## src/rtl/mem_uart_streamer_pkg.sv

```systemverilog
// -----------------------------------------------------------------------------
// mem_uart_streamer_pkg
// Shared types and constants for the memory-to-UART block streamer:
//   - ctl_state_t : address/controller FSM states
//   - tx_state_t  : UART transmitter FSM states
//   - 8N1 frame constants (data bit count, start/stop/idle line levels)
//   - counter widths used by the transmitter
// -----------------------------------------------------------------------------
package mem_uart_streamer_pkg;

    typedef enum logic [2:0] {
        CTL_IDLE,
        CTL_FETCH,
        CTL_SEND,
        CTL_WAIT_TX,
        CTL_NEXT,
        CTL_DONE
    } ctl_state_t;

    typedef enum logic [2:0] {
        TX_IDLE,
        TX_START,
        TX_DATA,
        TX_STOP,
        TX_CLEANUP
    } tx_state_t;

    localparam int   UART_DATA_BITS   = 8;
    localparam int   UART_BIT_IDX_W   = 3;
    localparam int   BAUD_CNT_W       = 16;
    localparam logic UART_START_LEVEL = 1'b0;
    localparam logic UART_STOP_LEVEL  = 1'b1;
    localparam logic UART_IDLE_LEVEL  = 1'b1;

endpackage

```

## src/rtl/mem_uart_streamer_if.sv

```systemverilog
// -----------------------------------------------------------------------------
// mem_uart_streamer_if
// Bundles the streamer's memory-side and UART-side signals.
//   i_Start      active-low start request (driven by the environment)
//   i_Data       synchronous RAM read data for o_Addr
//   o_Addr       RAM read address
//   o_Tx_DV      one-cycle transmitter load strobe
//   o_Tx_Active  high while a frame is on the line
//   o_Tx_Serial  UART line, idles high
//   o_Tx_Done    one-cycle end-of-frame pulse
//   o_Busy       transfer in progress
//   o_Fin        transfer complete, held until next accepted start
// Modports: master = environment side, slave = streamer side.
// -----------------------------------------------------------------------------
interface mem_uart_streamer_if #(
    parameter int ADDR_W = 16
);
    logic              i_Start;
    logic [7:0]        i_Data;
    logic [ADDR_W-1:0] o_Addr;
    logic              o_Tx_DV;
    logic              o_Tx_Active;
    logic              o_Tx_Serial;
    logic              o_Tx_Done;
    logic              o_Busy;
    logic              o_Fin;

    modport master (
        output i_Start, i_Data,
        input  o_Addr, o_Tx_DV, o_Tx_Active, o_Tx_Serial, o_Tx_Done, o_Busy, o_Fin
    );

    modport slave (
        input  i_Start, i_Data,
        output o_Addr, o_Tx_DV, o_Tx_Active, o_Tx_Serial, o_Tx_Done, o_Busy, o_Fin
    );
endinterface

```

## src/rtl/mem_uart_streamer_uart_tx_core.sv

```systemverilog
// -----------------------------------------------------------------------------
// uart_tx_core
// 8N1 UART transmitter, LSB first.
//   i_Clock      system clock
//   i_Reset      asynchronous active-high reset (line forced high)
//   i_Tx_DV      load strobe; only honoured while IDLE
//   i_Tx_Byte    byte latched on i_Tx_DV
//   o_Tx_Active  high from the cycle after the load until the end-of-frame pulse
//   o_Tx_Serial  serial line
//   o_Tx_Done    one-cycle pulse once the stop bit has completed
// The line level is registered on the state transition, so the start bit
// appears in the first cycle after the load rather than one cycle later.
// -----------------------------------------------------------------------------
module uart_tx_core
    import mem_uart_streamer_pkg::*;
#(
    parameter int CLKS_PER_BIT = 87
) (
    input  logic       i_Clock,
    input  logic       i_Reset,
    input  logic       i_Tx_DV,
    input  logic [7:0] i_Tx_Byte,
    output logic       o_Tx_Active,
    output logic       o_Tx_Serial,
    output logic       o_Tx_Done
);

    localparam logic [BAUD_CNT_W-1:0]     BAUD_LAST = BAUD_CNT_W'(CLKS_PER_BIT - 1);
    localparam logic [UART_BIT_IDX_W-1:0] BIT_LAST  = UART_BIT_IDX_W'(UART_DATA_BITS - 1);

    tx_state_t                 state;
    tx_state_t                 state_nxt;
    logic [BAUD_CNT_W-1:0]     baud_cnt;
    logic [UART_BIT_IDX_W-1:0] bit_idx;
    logic [7:0]                shreg;
    logic                      bit_end;
    logic                      load;

    assign bit_end = (baud_cnt == BAUD_LAST);
    assign load    = (state == TX_IDLE) && i_Tx_DV;

    always_ff @(posedge i_Clock or posedge i_Reset) begin
        if (i_Reset) state <= TX_IDLE;
        else         state <= state_nxt;
    end

    always_comb begin
        state_nxt = state;
        case (state)
            TX_IDLE:    if (i_Tx_DV) state_nxt = TX_START;
            TX_START:   if (bit_end) state_nxt = TX_DATA;
            TX_DATA:    if (bit_end && (bit_idx == BIT_LAST)) state_nxt = TX_STOP;
            TX_STOP:    if (bit_end) state_nxt = TX_CLEANUP;
            TX_CLEANUP: state_nxt = TX_IDLE;
            default:    state_nxt = TX_IDLE;
        endcase
    end

    always_ff @(posedge i_Clock or posedge i_Reset) begin
        if (i_Reset) begin
            baud_cnt    <= '0;
            bit_idx     <= '0;
            o_Tx_Active <= 1'b0;
            o_Tx_Serial <= UART_IDLE_LEVEL;
            o_Tx_Done   <= 1'b0;
        end else begin
            o_Tx_Done <= 1'b0;
            case (state)
                TX_IDLE: begin
                    baud_cnt <= '0;
                    bit_idx  <= '0;
                    if (i_Tx_DV) begin
                        o_Tx_Active <= 1'b1;
                        o_Tx_Serial <= UART_START_LEVEL;
                    end
                end
                TX_START: begin
                    if (bit_end) begin
                        baud_cnt    <= '0;
                        o_Tx_Serial <= shreg[0];
                    end else begin
                        baud_cnt <= baud_cnt + 1'b1;
                    end
                end
                TX_DATA: begin
                    if (bit_end) begin
                        baud_cnt <= '0;
                        if (bit_idx == BIT_LAST) begin
                            bit_idx     <= '0;
                            o_Tx_Serial <= UART_STOP_LEVEL;
                        end else begin
                            bit_idx     <= bit_idx + 1'b1;
                            o_Tx_Serial <= shreg[0];
                        end
                    end else begin
                        baud_cnt <= baud_cnt + 1'b1;
                    end
                end
                TX_STOP: begin
                    if (bit_end) begin
                        baud_cnt    <= '0;
                        o_Tx_Done   <= 1'b1;
                        o_Tx_Active <= 1'b0;
                    end else begin
                        baud_cnt <= baud_cnt + 1'b1;
                    end
                end
                default: begin
                    baud_cnt <= '0;
                end
            endcase
        end
    end

    // Shift register pre-positions the next data bit at bit 0 each time a bit
    // period ends, so the line update above only ever looks at shreg[0].
    always_ff @(posedge i_Clock) begin
        if (load) begin
            shreg <= i_Tx_Byte;
        end else if (bit_end && ((state == TX_START) ||
                                 ((state == TX_DATA) && (bit_idx != BIT_LAST)))) begin
            shreg <= {1'b0, shreg[7:1]};
        end
    end

endmodule

```

## src/rtl/mem_uart_streamer.sv

```systemverilog
// -----------------------------------------------------------------------------
// mem_uart_streamer
// Walks addresses 0..LAST_ADDR of a synchronous byte RAM and sends each byte
// as one 8N1 UART frame; raises o_Fin when the last frame has completed.
//   i_Clock  system clock
//   i_Reset  asynchronous active-high reset
//   bus      mem_uart_streamer_if.slave (start, RAM port, UART, status)
// Parameters: CLKS_PER_BIT (2..65535), ADDR_W, LAST_ADDR.
// -----------------------------------------------------------------------------
module mem_uart_streamer
    import mem_uart_streamer_pkg::*;
#(
    parameter int CLKS_PER_BIT = 87,
    parameter int ADDR_W       = 16,
    parameter int LAST_ADDR    = 65535
) (
    input  logic                  i_Clock,
    input  logic                  i_Reset,
    mem_uart_streamer_if.slave    bus
);

    localparam logic [ADDR_W-1:0] LAST = ADDR_W'(LAST_ADDR);

    ctl_state_t        state;
    ctl_state_t        state_nxt;
    logic              start_q1;
    logic              start_q2;
    logic              start_fall;
    logic              tx_dv;
    logic              tx_done;
    logic              load_start;
    logic              finish;
    logic              advance;
    logic [ADDR_W-1:0] addr;
    logic              busy;
    logic              fin;

    // start_q1 samples the asynchronous request; start_q2 is its history, so a
    // level held low yields a single-cycle edge and can never retrigger.
    always_ff @(posedge i_Clock or posedge i_Reset) begin
        if (i_Reset) begin
            start_q1 <= 1'b1;
            start_q2 <= 1'b1;
        end else begin
            start_q1 <= bus.i_Start;
            start_q2 <= start_q1;
        end
    end

    assign start_fall = start_q2 & ~start_q1;

    always_ff @(posedge i_Clock or posedge i_Reset) begin
        if (i_Reset) state <= CTL_IDLE;
        else         state <= state_nxt;
    end

    always_comb begin
        state_nxt  = state;
        load_start = 1'b0;
        finish     = 1'b0;
        advance    = 1'b0;
        case (state)
            CTL_IDLE, CTL_DONE: begin
                if (start_fall) begin
                    load_start = 1'b1;
                    state_nxt  = CTL_FETCH;
                end
            end
            CTL_FETCH: state_nxt = CTL_SEND;
            CTL_SEND:  state_nxt = CTL_WAIT_TX;
            CTL_WAIT_TX: begin
                if (tx_done) begin
                    if (addr == LAST) begin
                        finish    = 1'b1;
                        state_nxt = CTL_DONE;
                    end else begin
                        state_nxt = CTL_NEXT;
                    end
                end
            end
            CTL_NEXT: begin
                advance   = 1'b1;
                state_nxt = CTL_FETCH;
            end
            default: state_nxt = CTL_IDLE;
        endcase
    end

    always_ff @(posedge i_Clock or posedge i_Reset) begin
        if (i_Reset) begin
            addr <= '0;
            busy <= 1'b0;
            fin  <= 1'b0;
        end else begin
            if (load_start) begin
                addr <= '0;
                busy <= 1'b1;
                fin  <= 1'b0;
            end else if (finish) begin
                busy <= 1'b0;
                fin  <= 1'b1;
            end else if (advance) begin
                addr <= addr + 1'b1;
            end
        end
    end

    // The RAM answers one cycle after the address settles (during FETCH), so
    // i_Data is valid while SEND strobes the transmitter.
    assign tx_dv = (state == CTL_SEND);

    uart_tx_core #(
        .CLKS_PER_BIT(CLKS_PER_BIT)
    ) u_tx (
        .i_Clock    (i_Clock),
        .i_Reset    (i_Reset),
        .i_Tx_DV    (tx_dv),
        .i_Tx_Byte  (bus.i_Data),
        .o_Tx_Active(bus.o_Tx_Active),
        .o_Tx_Serial(bus.o_Tx_Serial),
        .o_Tx_Done  (tx_done)
    );

    assign bus.o_Addr    = addr;
    assign bus.o_Tx_DV   = tx_dv;
    assign bus.o_Tx_Done = tx_done;
    assign bus.o_Busy    = busy;
    assign bus.o_Fin     = fin;

endmodule

```

## src/flat_wrapper.sv

```systemverilog
// flat-port wrapper written by rule: the top's interface ports become plain ports
module mem_uart_streamer_flat import mem_uart_streamer_pkg::*;
#(
    parameter int CLKS_PER_BIT = 87,
    parameter int ADDR_W       = 16,
    parameter int LAST_ADDR    = 65535
)
  (i_Clock, i_Reset, bus_i_Start, bus_i_Data, bus_o_Addr, bus_o_Tx_DV, bus_o_Tx_Active, bus_o_Tx_Serial, bus_o_Tx_Done, bus_o_Busy, bus_o_Fin);
  mem_uart_streamer_if #(.ADDR_W(ADDR_W)) bus_i ();
  input  logic i_Clock;
  input  logic i_Reset;
  input wire logic [$bits(bus_i.i_Start)-1:0] bus_i_Start;
  input wire logic [$bits(bus_i.i_Data)-1:0] bus_i_Data;
  output wire logic [$bits(bus_i.o_Addr)-1:0] bus_o_Addr;
  output wire logic [$bits(bus_i.o_Tx_DV)-1:0] bus_o_Tx_DV;
  output wire logic [$bits(bus_i.o_Tx_Active)-1:0] bus_o_Tx_Active;
  output wire logic [$bits(bus_i.o_Tx_Serial)-1:0] bus_o_Tx_Serial;
  output wire logic [$bits(bus_i.o_Tx_Done)-1:0] bus_o_Tx_Done;
  output wire logic [$bits(bus_i.o_Busy)-1:0] bus_o_Busy;
  output wire logic [$bits(bus_i.o_Fin)-1:0] bus_o_Fin;
  assign bus_i.i_Start = bus_i_Start;
  assign bus_i.i_Data = bus_i_Data;
  assign bus_o_Addr = bus_i.o_Addr;
  assign bus_o_Tx_DV = bus_i.o_Tx_DV;
  assign bus_o_Tx_Active = bus_i.o_Tx_Active;
  assign bus_o_Tx_Serial = bus_i.o_Tx_Serial;
  assign bus_o_Tx_Done = bus_i.o_Tx_Done;
  assign bus_o_Busy = bus_i.o_Busy;
  assign bus_o_Fin = bus_i.o_Fin;
  mem_uart_streamer #(.CLKS_PER_BIT(CLKS_PER_BIT), .ADDR_W(ADDR_W), .LAST_ADDR(LAST_ADDR)) u_core (.i_Clock(i_Clock), .i_Reset(i_Reset), .bus(bus_i));
endmodule
```

## config.mk

```make
export PLATFORM = sky130hd
export DESIGN_NAME = mem_uart_streamer_flat
export DESIGN_NICKNAME = d
export VERILOG_FILES = /design/src/rtl/mem_uart_streamer_pkg.sv /design/src/rtl/mem_uart_streamer_if.sv /design/src/rtl/mem_uart_streamer_uart_tx_core.sv /design/src/rtl/mem_uart_streamer.sv /design/src/flat_wrapper.sv
export SDC_FILE = /design/constraint.sdc
export NUM_CORES = 1
export LEC_CHECK = 0
export BUFFER_PORTS_ARGS = -buffer_cell sky130_fd_sc_hd__buf_4
export CAP_MARGIN = 20
export CORE_UTILIZATION = 35
export DETAILED_ROUTE_END_ITERATION = 7
export GPL_ROUTABILITY_DRIVEN = 0
export SLEW_MARGIN = 20
export SYNTH_ARGS = -nofsm -noshare
export SYNTH_HDL_FRONTEND = slang
export SYNTH_SLANG_ARGS = --single-unit
```

## constraint.sdc

```tcl
create_clock -name i_Clock -period 4.5 [get_ports i_Clock]
set_input_delay 0.225 -clock i_Clock [delete_from_list [all_inputs] [get_ports i_Clock]]
set_output_delay 0.225 -clock i_Clock [all_outputs]
set_load 0.03 [all_outputs]
```

## Word level (Yosys, flattened, before mapping)

Index checks and enable logic that the tools add are counted.

- Register bits: 56
- Bits of input ports: 11
- Output and inout bits: 22
- Logic and storage cells: 98

- Mux-type cells: 39
- $add $sub $neg: 3
- Equality and inequality tests: 20
- Bitwise logic cells: 2
- Reduce and logical (&&, ||, !) cells: 21

Operators with widths:

| kind | number |
|---|---|
| $mux W16 | 5 |
| $add A16 B1 Y16 const B | 2 |
| $mux W3 | 8 |
| $mux W1 | 19 |
| $eq A16 B16 Y1 const B | 1 |
| $eq A16 B7 Y1 const B | 1 |
| $mux W8 | 2 |
| $pmux W3 S5 | 1 |
| $eq A3 B2 Y1 const B | 4 |
| $ne A2 B2 Y1 const B | 6 |
| $pmux W3 S4 | 1 |
| $reduce_bool A2 Y1 | 5 |
| $eq A3 B3 Y1 const B | 3 |
| $reduce_and A4 Y1 | 2 |
| $eq A3 B1 Y1 const B | 2 |
| $logic_not A3 Y1 | 2 |
| $pmux W3 S2 | 1 |
| $reduce_and A2 Y1 | 3 |
| $logic_and A1 B1 Y1 | 4 |
| $ne A2 B1 Y1 const B | 2 |
| $add A3 B1 Y3 const B | 1 |
| $ne A3 B3 Y1 const B | 1 |
| $pmux W1 S3 | 1 |
| $reduce_and A3 Y1 | 1 |
| other kinds (7) | 7 |

## Depth between registers and ports, before layout

Gate-level depths: netlist (run 1).

- Depth in word-level cells: 6
- Depth in mapped cells: 9
- Depth with buffers taken out: 6

## Cells and area by module

A second synthesis (run 1) with hierarchy kept.

- Cell total of the unflattened synthesis: 271
- Area, all modules: 2836.5 µm²

Modules (own cells, without submodules):

| module | seq. area each (µm²) | cells an instance | instances | area each (µm²) |
|---|---|---|---|---|
| uart_tx_core | 867.1 | 153 | 1 | 1700.4 |
| mem_uart_streamer | 578.1 | 118 | 1 | 1136.1 |

## Worst setup path after synthesis (run 1)

Ideal clock, no wire load.

- Path kind: register to register
- Start point: register u_core.state[0]
- End point: register u_core.u_tx.shreg[0] (data pin)
- Library setup time: 0.260 ns
- Path buffers: 1
- Setup slack: 1.997 ns
- Clock period less this slack: 2.503 ns
- Cell stages (with the launch flop): 5
- Data required time: 4.240 ns
- Data arrival time: 2.243 ns
- Path through: dfrtp_1 clkbuf_1 nor3b_1 nand3b_1 mux2_2

- Cells in the longest elaborated chain, start to end: 3

Ends and longest elaborated chain:

| item | line | RTL |
|---|---|---|
| from (decl) | mem_uart_streamer.sv:24 | `ctl_state_t state;` |
| from (signal assigned) | mem_uart_streamer.sv:54 | `else state <= state_nxt;` |
| $eq A3 B2 Y1 | mem_uart_streamer.sv:110 | `assign tx_dv = (state == CTL_SEND);` |
| net bus_o_Tx_DV | flat_wrapper.sv:15 | `output wire logic [$bits(bus_i.o_Tx_DV)-1:0] bus_o_Tx_DV;` |
| $logic_and A1 B1 Y1 | mem_uart_streamer_uart_tx_core.sv:40 | `assign load = (state == TX_IDLE) && i_Tx_DV;` |
| $mux W8 | mem_uart_streamer_uart_tx_core.sv:118 | `if (load) begin` |
| to (signal assigned) | mem_uart_streamer_uart_tx_core.sv:119 | `shreg <= i_Tx_Byte;` |
| to (signal assigned) | mem_uart_streamer_uart_tx_core.sv:122 | `shreg <= {1'b0, shreg[7:1]};` |
| to (decl) | mem_uart_streamer_uart_tx_core.sv:35 | `logic [7:0] shreg;` |

The timed path passes the listed nets, and every way through them passes these cells.
A chain may end at the register's enable or synchronous reset.

## Final worst setup path (run 1)

- Start point: register u_core.u_tx.baud_cnt[0]
- End point: register u_core.u_tx.shreg[5], enable pin

- Cells in the longest elaborated chain, start to end: 3

Ends and longest elaborated chain:

| item | line | RTL |
|---|---|---|
| from (decl) | mem_uart_streamer_uart_tx_core.sv:33 | `logic [BAUD_CNT_W-1:0] baud_cnt;` |
| from (signal assigned) | mem_uart_streamer_uart_tx_core.sv:82 | `baud_cnt <= baud_cnt + 1'b1;` |
| from (signal assigned) | mem_uart_streamer_uart_tx_core.sv:96 | `baud_cnt <= baud_cnt + 1'b1;` |
| from (signal assigned) | mem_uart_streamer_uart_tx_core.sv:105 | `baud_cnt <= baud_cnt + 1'b1;` |
| $eq A16 B7 Y1 | mem_uart_streamer_uart_tx_core.sv:39 | `assign bit_end = (baud_cnt == BAUD_LAST);` |
| $logic_and A1 B1 Y1 | mem_uart_streamer_uart_tx_core.sv:120 | `end else if (bit_end && ((state == TX_START) \|\|` |
| $reduce_bool A2 Y1 (no line) | -- |  |

Every way passes these cells.

==> run metrics, run 1 <==
vias in the first global route 2087; Worst path max stage delay 0.60 ns; Residual DRC 0; syn_area_per_cell 9.87 µm²; endpoints failing setup 0; ys async rst share 85.7%; Inst Count DP 411; worst slew pin tran 0.835 ns; FF+latch count, synth 56; critical-path cell list inv_1 -> ha_1 -> nor3b_1 -> and4_1 -> o21ai_0 -> a21oi_1; cells after synthesis 291; status completed; Seq pwr share 59.6%; clock skew 0.0104 ns; wire length per cell 13.5 µm; fmax 0.410 GHz; Synth Warn # 0; Die Footprint 8570 µm²; Starting Density 36.6%; VDD IR max 0.000152 V; Arr. time, crit path 2.39 ns; drt total wl 5.67 mm; count leader, synth dfrtp_1; final antenna-violating net count 0; Cell Pwr Density 284 nW/µm²; Max-cap violations 0; Via Count 2248; number of flops mapped to enable cells by yosys 8; CTS tree yes; CP Capture Type register; Net Sw Frac 27.1%; Pre-antenna DRT Iters 5; Non-Filler Instances 420; fin. max-slew vios 0; Synth area leaders dfrtp_1, edfxtp_1, xor2_1; clock buffer count from CTS 5; CP max FO 8; Clk pin slew, worst setup/hold paths 0.10 ns; share of layout cells above drive strength 1 17.3%; crit path max-delay cell type a21oi_1; Hold WC Path Type in2async; Synth top area share 39.2%; Critical path origin u_core.u_tx.baud_cnt[0]; RSZ-0062 raised after global routing false; P&R area growth vs syn 13.7%; Die Ht 92.6 µm; DR iter-0 viols 96; setup_tns 0 ns; H-tree depth 2; vias per std cell 5.35; Cell Area, Synth 2870 µm²; post-detail-place hpwl 3.98 mm; Post-Syn Nets 307; clk_lat worst skew 0.31 ns; postcts setup bufs 0; first-pass GRT wire length 9.85 mm; internal power 0.677 mW; crit path kind reg2reg; Synth Flop Type dfrtp_1; Final min period 2.44 ns; register area share after synthesis 50.3%; clock sinks 56; Port Buffer Count 32; crit path launch type register; Switching Power 0.252 mW; root buf cell clkbuf_8; Yosys top cell by area dfrtp_1; Gate power share 10.2%; leakage power 1.36 nW; Antenna Cells 0; nets 333; antenna violations before repair 0; largest net degree at the start of global routing 49; slew margin rel. 44.3%; GRT Overall Usage 14.4%; Req. time, crit path 4.45 ns; Max clock buf depth 2; grt total ovfl 0; core area 7850 µm²; most frequent cells after synthesis dfrtp_1, nor2_1, nand2_1; Final Hold Fails 0; R2R Path Start u_core.u_tx.baud_cnt[0]; IO Pins 33; Yosys cell types 47; Die W 92.6 µm; clock share of power 30.2%; Cell Rows 32; Tcrit/Tclk final 54.2%
layout make-up:
cell class                      instances  area (µm²)
Fill cell                             802        4580
Sequential cell                        56        1450
Multi-Input combinational cell        204        1280
Timing Repair Buffer                   34         258
Tap cell                              102         128
Clock buffer                            5        68.8
Inverter                               16        61.3
Clock inverter                          3        21.3
sequential cells by signal (all words and copies together) (netlist names):
name,cells
u_core.bus.o_Addr,16
u_core.u_tx.o_Tx_Done,1
u_core.start_q1,1
u_core.u_tx.baud_cnt,16
u_core.bus.o_Busy,1
u_core.state,3
u_core.u_tx.shreg,8
u_core.start_q2,1
u_core.u_tx.o_Tx_Serial,1
u_core.u_tx.bit_idx,3
u_core.bus.o_Fin,1
u_core.u_tx.o_Tx_Active,1
u_core.u_tx.state,3
layout by cell type, fill, tap and decap left out, drive strengths merged, types with 6 or more instances in the layout:
cell type / n
o21ai: 16
a21oi: 12
dfrtp: 45
edfxtp: 8
nor3: 7
a31oi: 6
buf: 33
xor2: 11
inv: 16
nand3: 16
nor2: 25
nand4: 12
mux2: 7
nand2: 22
worst paths after layout:
check,to,depth (start not counted),slack (ns)
max in group asynchronous,u_core.u_tx.baud_cnt[2],2,3.94
worst min register to register,u_core.start_q2,0,0.37
min in group i_Clock,u_core.u_tx.shreg[7],3,0.21
worst min-delay path,u_core.u_tx.baud_cnt[3],2,0.05
worst max register to register,u_core.u_tx.shreg[5],6,2.06
worst max-delay path,u_core.u_tx.shreg[5],6,2.06
power by group through the flow:
stage	registers [mW]	clock network [mW]	logic, mW
after detailed placement	0.563	0	0.0957
final	0.554	0.280	0.0951
after CTS	0.553	0.295	0.0967
after floorplan	0.561	0	0.0789
after global placement	0.562	0	0.0962
after global routing	0.556	0.310	0.106
routing by layer:
metal / vias up / track usage, % / routed length (µm)
met5: - / 0 / 0
met4: 0 / 4.69 / 60
met3: 5 / 2.87 / 270
met2: 45 / 23.0 / 2680
met1: 1094 / 19.4 / 2670
li1: 1104 / - / -
critical path: cells and delay by family, from the launching register on:
kind / cells / cell delay, ns
adders and majority gates: 1 / 0.14
AOI/OAI and AO/OA: 2 / 0.75
buffers and inverters: 1 / 0.08
DFF: 1 / 0.43
and+or+nand+nor: 2 / 0.68
through the flow:
step | hold WS [ns] | utilization (%) | power (mW) | instance area, µm² | worst slack [ns]
floorplan | 0.229 | - | 0.640 | 2870 | 2.00
CTS | 0.192 | 41.6 | 0.945 | 3260 | 2.04
global route | 0.116 | 41.6 | 0.972 | 3270 | 1.81
global placement | 0.339 | 40.3 | 0.658 | 3160 | 2.12
detailed placement | 0.338 | 40.3 | 0.659 | 3160 | 2.05
finish | 0.0460 | 41.6 | 0.929 | 3270 | 2.06
cells by family (layout without fill, tap and decap cells):
kind of cell,count (synthesis),in the layout,share of synthesized area (%)
fa+ha+maj,6,6,2.53
mux,10,10,3.79
buf+inv,31,58,5.01
flops,56,56,50.3
compound gates,52,52,11.3
xor+xnor,16,16,4.88
simple gates,120,120,22.2
timing repair:
action                                 4_1_cts  5_1_grt
hold buffers                                 1        0
endpoints found under the hold margin        1        0
gates resized for setup                      0        0
No activity file was read; power rests on OpenSTA's default activity.
==> inputs of run 2 (changes only) <==
==> constraint.sdc (replaced) <==
create_clock -name i_Clock -period 2.5 [get_ports i_Clock]
set_input_delay 0.125 -clock i_Clock [delete_from_list [all_inputs] [get_ports i_Clock]]
set_output_delay 0.125 -clock i_Clock [all_outputs]
set_load 0.03 [all_outputs]
==> run 2 against run 1 <==
Utilization grew 0.94 points. Sequential cell count is the same. Count of clock-buffer cells in the layout grew 2. Largest power group unchanged. Fmax grew 19%. Critical path depth grew 1. Clock power grew 140%. Clock skew grew 0.0054 ns. Hold slack gained 0.057 ns. Non-clock buffer count grew 4.
==> run metrics, run 2 (same netlist as run 1, synthesis figures left out) <==
Port Buffer Count 32; core area 7850 µm²; CP Capture Type register; root buf cell clkbuf_8; Net Sw Frac 24.4%; P&R area growth vs syn 16.2%; Residual DRC 0; Die W 92.6 µm; setup_tns 0 ns; final antenna-violating net count 0; status completed; Post-Place Setup Slack 0.439 ns; clock share of power 36.0%; clock sinks 56; slew margin rel. 49.1%; wire length per cell 13.7 µm; Final Hold Fails 0; Max clock buf depth 2; grt peak-use layer met2; Cell Rows 32; post-detail-place hpwl 4.11 mm; internal power 1.38 mW; commonest non-fill, non-tap cell in the layout dfrtp_1; post-CTS sizing 0; Switching Power 0.447 mW; Arr. time, crit path 2.07 ns; Starting Density 36.6%; Via Count 2207; grt total ovfl 0; CTS tree yes; critical-path cell list inv_1 -> ha_1 -> nor3b_1 -> and4_1 -> o21ai_0 -> a21oi_1 -> buf_4; VDD IR max 0.000374 V; nets 337; Fillers 801; met2 Resource Use GR 22.7%; IO Pins 33; Pre-antenna DRT Iters 4; clk_lat worst skew 0.32 ns; clock buffer count from CTS 5; Antenna Cells 0; Hold WC Path Type in2reg; Seq pwr share 54.5%; final instance area 3340 µm²; fin. max-slew vios 0; M1 GR Usage 20.0%; GRT Overall Usage 14.4%; Multi-input gate area 1290 µm²; Req. time, crit path 2.52 ns; crit path kind reg2reg; Die Ht 92.6 µm; DR iter-0 viols 61; drt total wl 5.80 mm; crit path max-delay cell type dfrtp_1; Max-cap violations 0; H-tree depth 2; crit path launch type register; worst slew pin tran 0.758 ns; CP max FO 8; vias per std cell 5.21; Die Footprint 8570 µm²; Tcrit/Tclk final 81.9%; fmax 0.488 GHz; RSZ-0062 raised after global routing false; largest net degree at the start of global routing 33; Register Area 1450 µm²; Cell Pwr Density 548 nW/µm²; antenna violations before repair 0; Clk pin slew, worst setup/hold paths 0.11 ns; Worst path max stage delay 0.44 ns; M3 GR Usage 2.71%; clock skew 0.0158 ns; share of layout cells above drive strength 1 18.0%; Final min period 2.05 ns; Gate power share 9.5%; endpoints failing setup 0; leading cell types in the layout, fill and taps excluded dfrtp_1, buf_4, nor2_1; leakage power 1.40 nW; vias in the first global route 2031; post-route worst setup slack 0.453 ns; Placed Area 3190 µm²; first-pass GRT wire length 9.92 mm
-- run 2: cell count changes in the layout (fill, tap and decap cells not counted), sizes merged --
cell	delta
dlygate4sd3	+1
bufinv	+1
clkbuf	+2
clkinv	-2
clkinvlp	-1
buf	+3
-- run 2: critical path: cells and delay by family, from the launching register on --
| family | cells | cell delay (ns) |
|---|---|---|
| DFF | 1 | 0.44 |
| buffers and inverters | 2 | 0.27 |
| AOI/OAI and AO/OA | 2 | 0.28 |
| and+or+nand+nor | 2 | 0.64 |
| adders and majority gates | 1 | 0.13 |
-- run 2: worst paths after layout --
kind	cells past startpoint	slack, ns	from	endpoint
setup reg to reg	7	0.45	u_core.u_tx.baud_cnt[0]	u_core.u_tx.shreg[4]
setup / recovery	7	0.45	u_core.u_tx.baud_cnt[0]	u_core.u_tx.shreg[4]
hold / removal	2	0.10	bus_i_Data[2]	u_core.u_tx.shreg[2]
hold reg to reg	0	0.37	u_core.start_q1	u_core.start_q2
max in group asynchronous	4	1.35	i_Reset	u_core.u_tx.o_Tx_Serial
min in group asynchronous	3	0.47	i_Reset	u_core.u_tx.o_Tx_Active
-- run 2: power by group through the flow --
stage          Combinational (mW)  Sequential (mW)  Clock (mW)
6_report                    0.173            0.998       0.658
5_1_grt                     0.200             1.00       0.712
4_1_cts                     0.178            0.996       0.672
3_5_place_dp                0.174             1.02           0
3_3_place_gp                0.171             1.01           0
2_1_floorplan               0.142             1.01           0
-- run 2: stage by stage --
| stage | power [mW] | util, % | instances | hold WS, ns |
|---|---|---|---|---|
| after floorplan | 1.15 | - | 291 | 0.129 |
| after global placement | 1.18 | 40.7 | 414 | 0.238 |
| after detailed placement | 1.19 | 40.7 | 414 | 0.236 |
| after CTS | 1.85 | 42.6 | 424 | 0.101 |
| after global routing | 1.92 | 42.6 | 424 | 0.0970 |
| final | 1.83 | 42.6 | 424 | 0.103 |
-- run 2: layout make-up --
class,instances,area share [%]
multi-input cells,204,38.6
flip-flops and latches,56,43.3
inverters,16,1.80
repair buffers,38,8.69
well taps,102,3.82
clock buffers,7,2.92
clock inverters,1,0.899
-- run 2: what timing repair did --
action	CTS	global route
hold endpoints to repair	31	0
hold buffers	2	0
buffers inserted	0	0
-- run 2: metal layers --
metal | vias up | share of wire [%] | wire [µm]
met5 | - | 0 | 0
met4 | 0 | 0.91 | 53
met3 | 4 | 3.0 | 175
met2 | 31 | 46 | 2670
met1 | 1064 | 50 | 2910
li1 | 1108 | - | -
==> inputs of run 3 (changes only) <==
--- a/config.mk
+++ b/config.mk
@@ -5,6 +5,7 @@
 export SDC_FILE = /design/constraint.sdc
 export NUM_CORES = 1
 export LEC_CHECK = 0
+export ABC_AREA = 1
 export BUFFER_PORTS_ARGS = -buffer_cell sky130_fd_sc_hd__buf_4
 export CAP_MARGIN = 20
 export CORE_UTILIZATION = 35
==> constraint.sdc (replaced) <==
create_clock -name i_Clock -period 2.1 [get_ports i_Clock]
set_input_delay 0.105 -clock i_Clock [delete_from_list [all_inputs] [get_ports i_Clock]]
set_output_delay 0.105 -clock i_Clock [all_outputs]
set_load 0.03 [all_outputs]
==> run 3 against run 2 <==
Die area rose by 4.3%. Critical path depth unchanged. Non-clock buffer count is 1 higher. Utilization about the same. Clock skew fell by 0.0038 ns. Critical path type unchanged. Largest cell class unchanged.
==> run metrics, run 3 <==
status completed; crit path launch type register; most frequent cells after synthesis nand2_1, dfrtp_1, nor2_1, inv_1, nand3_1; Starting Density 36.3%; setup_tns 0 ns; Die Ht 94.6 µm; leading cell types in the layout, fill and taps excluded nand2_1, nor2_1, dfrtp_1; antenna violations before repair 0; Critical path buffers and inverters 2; delay-heaviest family, CP flip-flops; Yosys top cell by area dfrtp_1; final hold slack 0.0592 ns; Final min period 1.70 ns; endpoints failing setup 0; post-detail-place hpwl 4.55 mm; P&R area growth vs syn 17.3%; Post-Syn Nets 386; fin. max-slew vios 0; VDD IR max 0.000417 V; Cell Rows 33; crit path kind reg2reg; clock sinks 56; clock share of power 20.0%; Placed Area 3400 µm²; internal power 1.89 mW; share of layout cells above drive strength 1 17.1%; FF+latch count, synth 56; clock buffer count from CTS 5; CP Depth 7; register area share after synthesis 48.2%; Synth Warn # 0; Tcrit/Tclk final 81.2%; largest net degree at the start of global routing 20; worst slew pin tran 0.525 ns; Max-cap violations 0; Req. time, crit path 2.13 ns; number of flops mapped to enable cells by yosys 8; count leader, synth nand2_1; final antenna-violating net count 0; ys async rst share 85.7%; Critical path origin u_core.u_tx.baud_cnt[0]; post-route worst setup slack 0.395 ns; crit path capture u_core.u_tx.shreg[3]; Inst Count DP 511; Switching Power 1.18 mW; Gate power share 34.4%; Yosys cell types 36; critical-path cell list inv_1 -> ha_1 -> nand3_1 -> nor2_1 -> nand2_1 -> o21ai_0 -> buf_4; Core Util, Final 42.6%; GRT Overall Usage 14.7%; flop-to-flop setup slack 0.40 ns; CTS tree yes; Via Count 2402; Clk pin slew, worst setup/hold paths 0.10 ns; Final Hold Fails 0; r2r endpoint u_core.u_tx.shreg[3]; IO Pins 33; hold buffer count at cts 2; clock skew 0.0120 ns; Cell Area, Synth 3000 µm²; Residual DRC 0; Die W 94.6 µm; Post-Place Setup Slack 0.400 ns; vias in the first global route 2361; first-pass GRT wire length 10.5 mm; Pre-antenna DRT Iters 4; Cell Pwr Density 874 nW/µm²; Hold WC Path Type in2reg; slew margin rel. 64.9%; grt total ovfl 0; Non-Filler Instances 521; Synth area leaders dfrtp_1, nand2_1, edfxtp_1; nets 431; reg2reg path depth 7; DR iter-0 viols 92; final instance area 3520 µm²; Tot Pwr 3.07 mW; crit path max-delay cell type dfrtp_1; vias per std cell 4.61; Synth Flop Type dfrtp_1; Seq pwr share 45.7%; commonest non-fill, non-tap cell in the layout nand2_1; Net Sw Frac 38.5%; Port Buffer Count 32; CP max FO 8; cells after synthesis 370; Arr. time, crit path 1.74 ns; CP Capture Type register; wire length per cell 11.3 µm; leakage power 1.64 nW; Synth top area share 37.6%; Antenna Cells 0; clk_lat worst skew 0.31 ns; post-CTS sizing 0; syn_area_per_cell 8.10 µm²; Worst path max stage delay 0.45 ns; Die Footprint 8940 µm²; Max clock buf depth 2; root buf cell clkbuf_8; core area 8260 µm²; RSZ-0062 raised after global routing false; R2R Path Start u_core.u_tx.baud_cnt[0]; hold depth 3; H-tree depth 2; fmax 0.587 GHz; postcts setup bufs 0; drt total wl 5.90 mm
==> run 3: worst min path at each step <==
stage | start | slack (ns) | to
final | bus_i_Data[3] | 0.06 | u_core.u_tx.shreg[3]
after global routing | bus_i_Data[3] | 0.05 | u_core.u_tx.shreg[3]
after CTS | bus_i_Data[1] | 0.05 | u_core.u_tx.shreg[1]
after detailed placement | i_Reset | 0.10 | u_core.bus.o_Addr[2]
after global placement | i_Reset | 0.09 | u_core.bus.o_Addr[2]
after floorplan | bus_i_Start | 0.11 | u_core.start_q1
==> run 3: cells by family after synthesis <==
group / after synthesis / synth area share, %
compound gates: 31 / 5.97
xor+xnor: 13 / 3.80
fa+ha+maj: 5 / 2.09
buf+inv: 49 / 6.18
flops: 56 / 48.2
simple gates: 216 / 33.8
==> run 3: power groups by stage <==
stage	sequential, mW	clock [mW]	combinational, mW
2_1_floorplan	1.49	0	0.681
3_3_place_gp	1.42	0	1.07
3_5_place_dp	1.42	0	1.07
4_1_cts	1.40	0.643	1.08
5_1_grt	1.43	0.685	1.22
6_report	1.40	0.613	1.06
==> run 3: worst register-to-register path, stage by stage, from the launching register on <==
cell and delay [ns]:
dfrtp_1 0.45, inv_1 0.08, ha_1 0.16, nand3_1 0.08, nor2_1 0.19, nand2_1 0.12, o21ai_0 0.17, buf_4 0.19
==> run 3: final cells by class <==
cell class                      count  area, µm²
Fill cell                         823       4740
Sequential cell                    56       1450
Multi-Input combinational cell    265       1370
Timing Repair Buffer               39        298
Inverter                           48        180
Tap cell                          105        131
Clock buffer                        7       86.3
Clock inverter                      1       7.51
==> run 3: per-layer routing <==
metal | share of wire [%] | routed length [µm] | GRT usage, % | vias to the layer above
li1 | - | - | - | 1281
met1 | 48 | 2840 | 19.0 | 1066
met2 | 46 | 2690 | 23.9 | 46
met3 | 4.4 | 259 | 3.70 | 9
met4 | 1.9 | 111 | 5.18 | 0
met5 | 0 | 0 | 0 | -
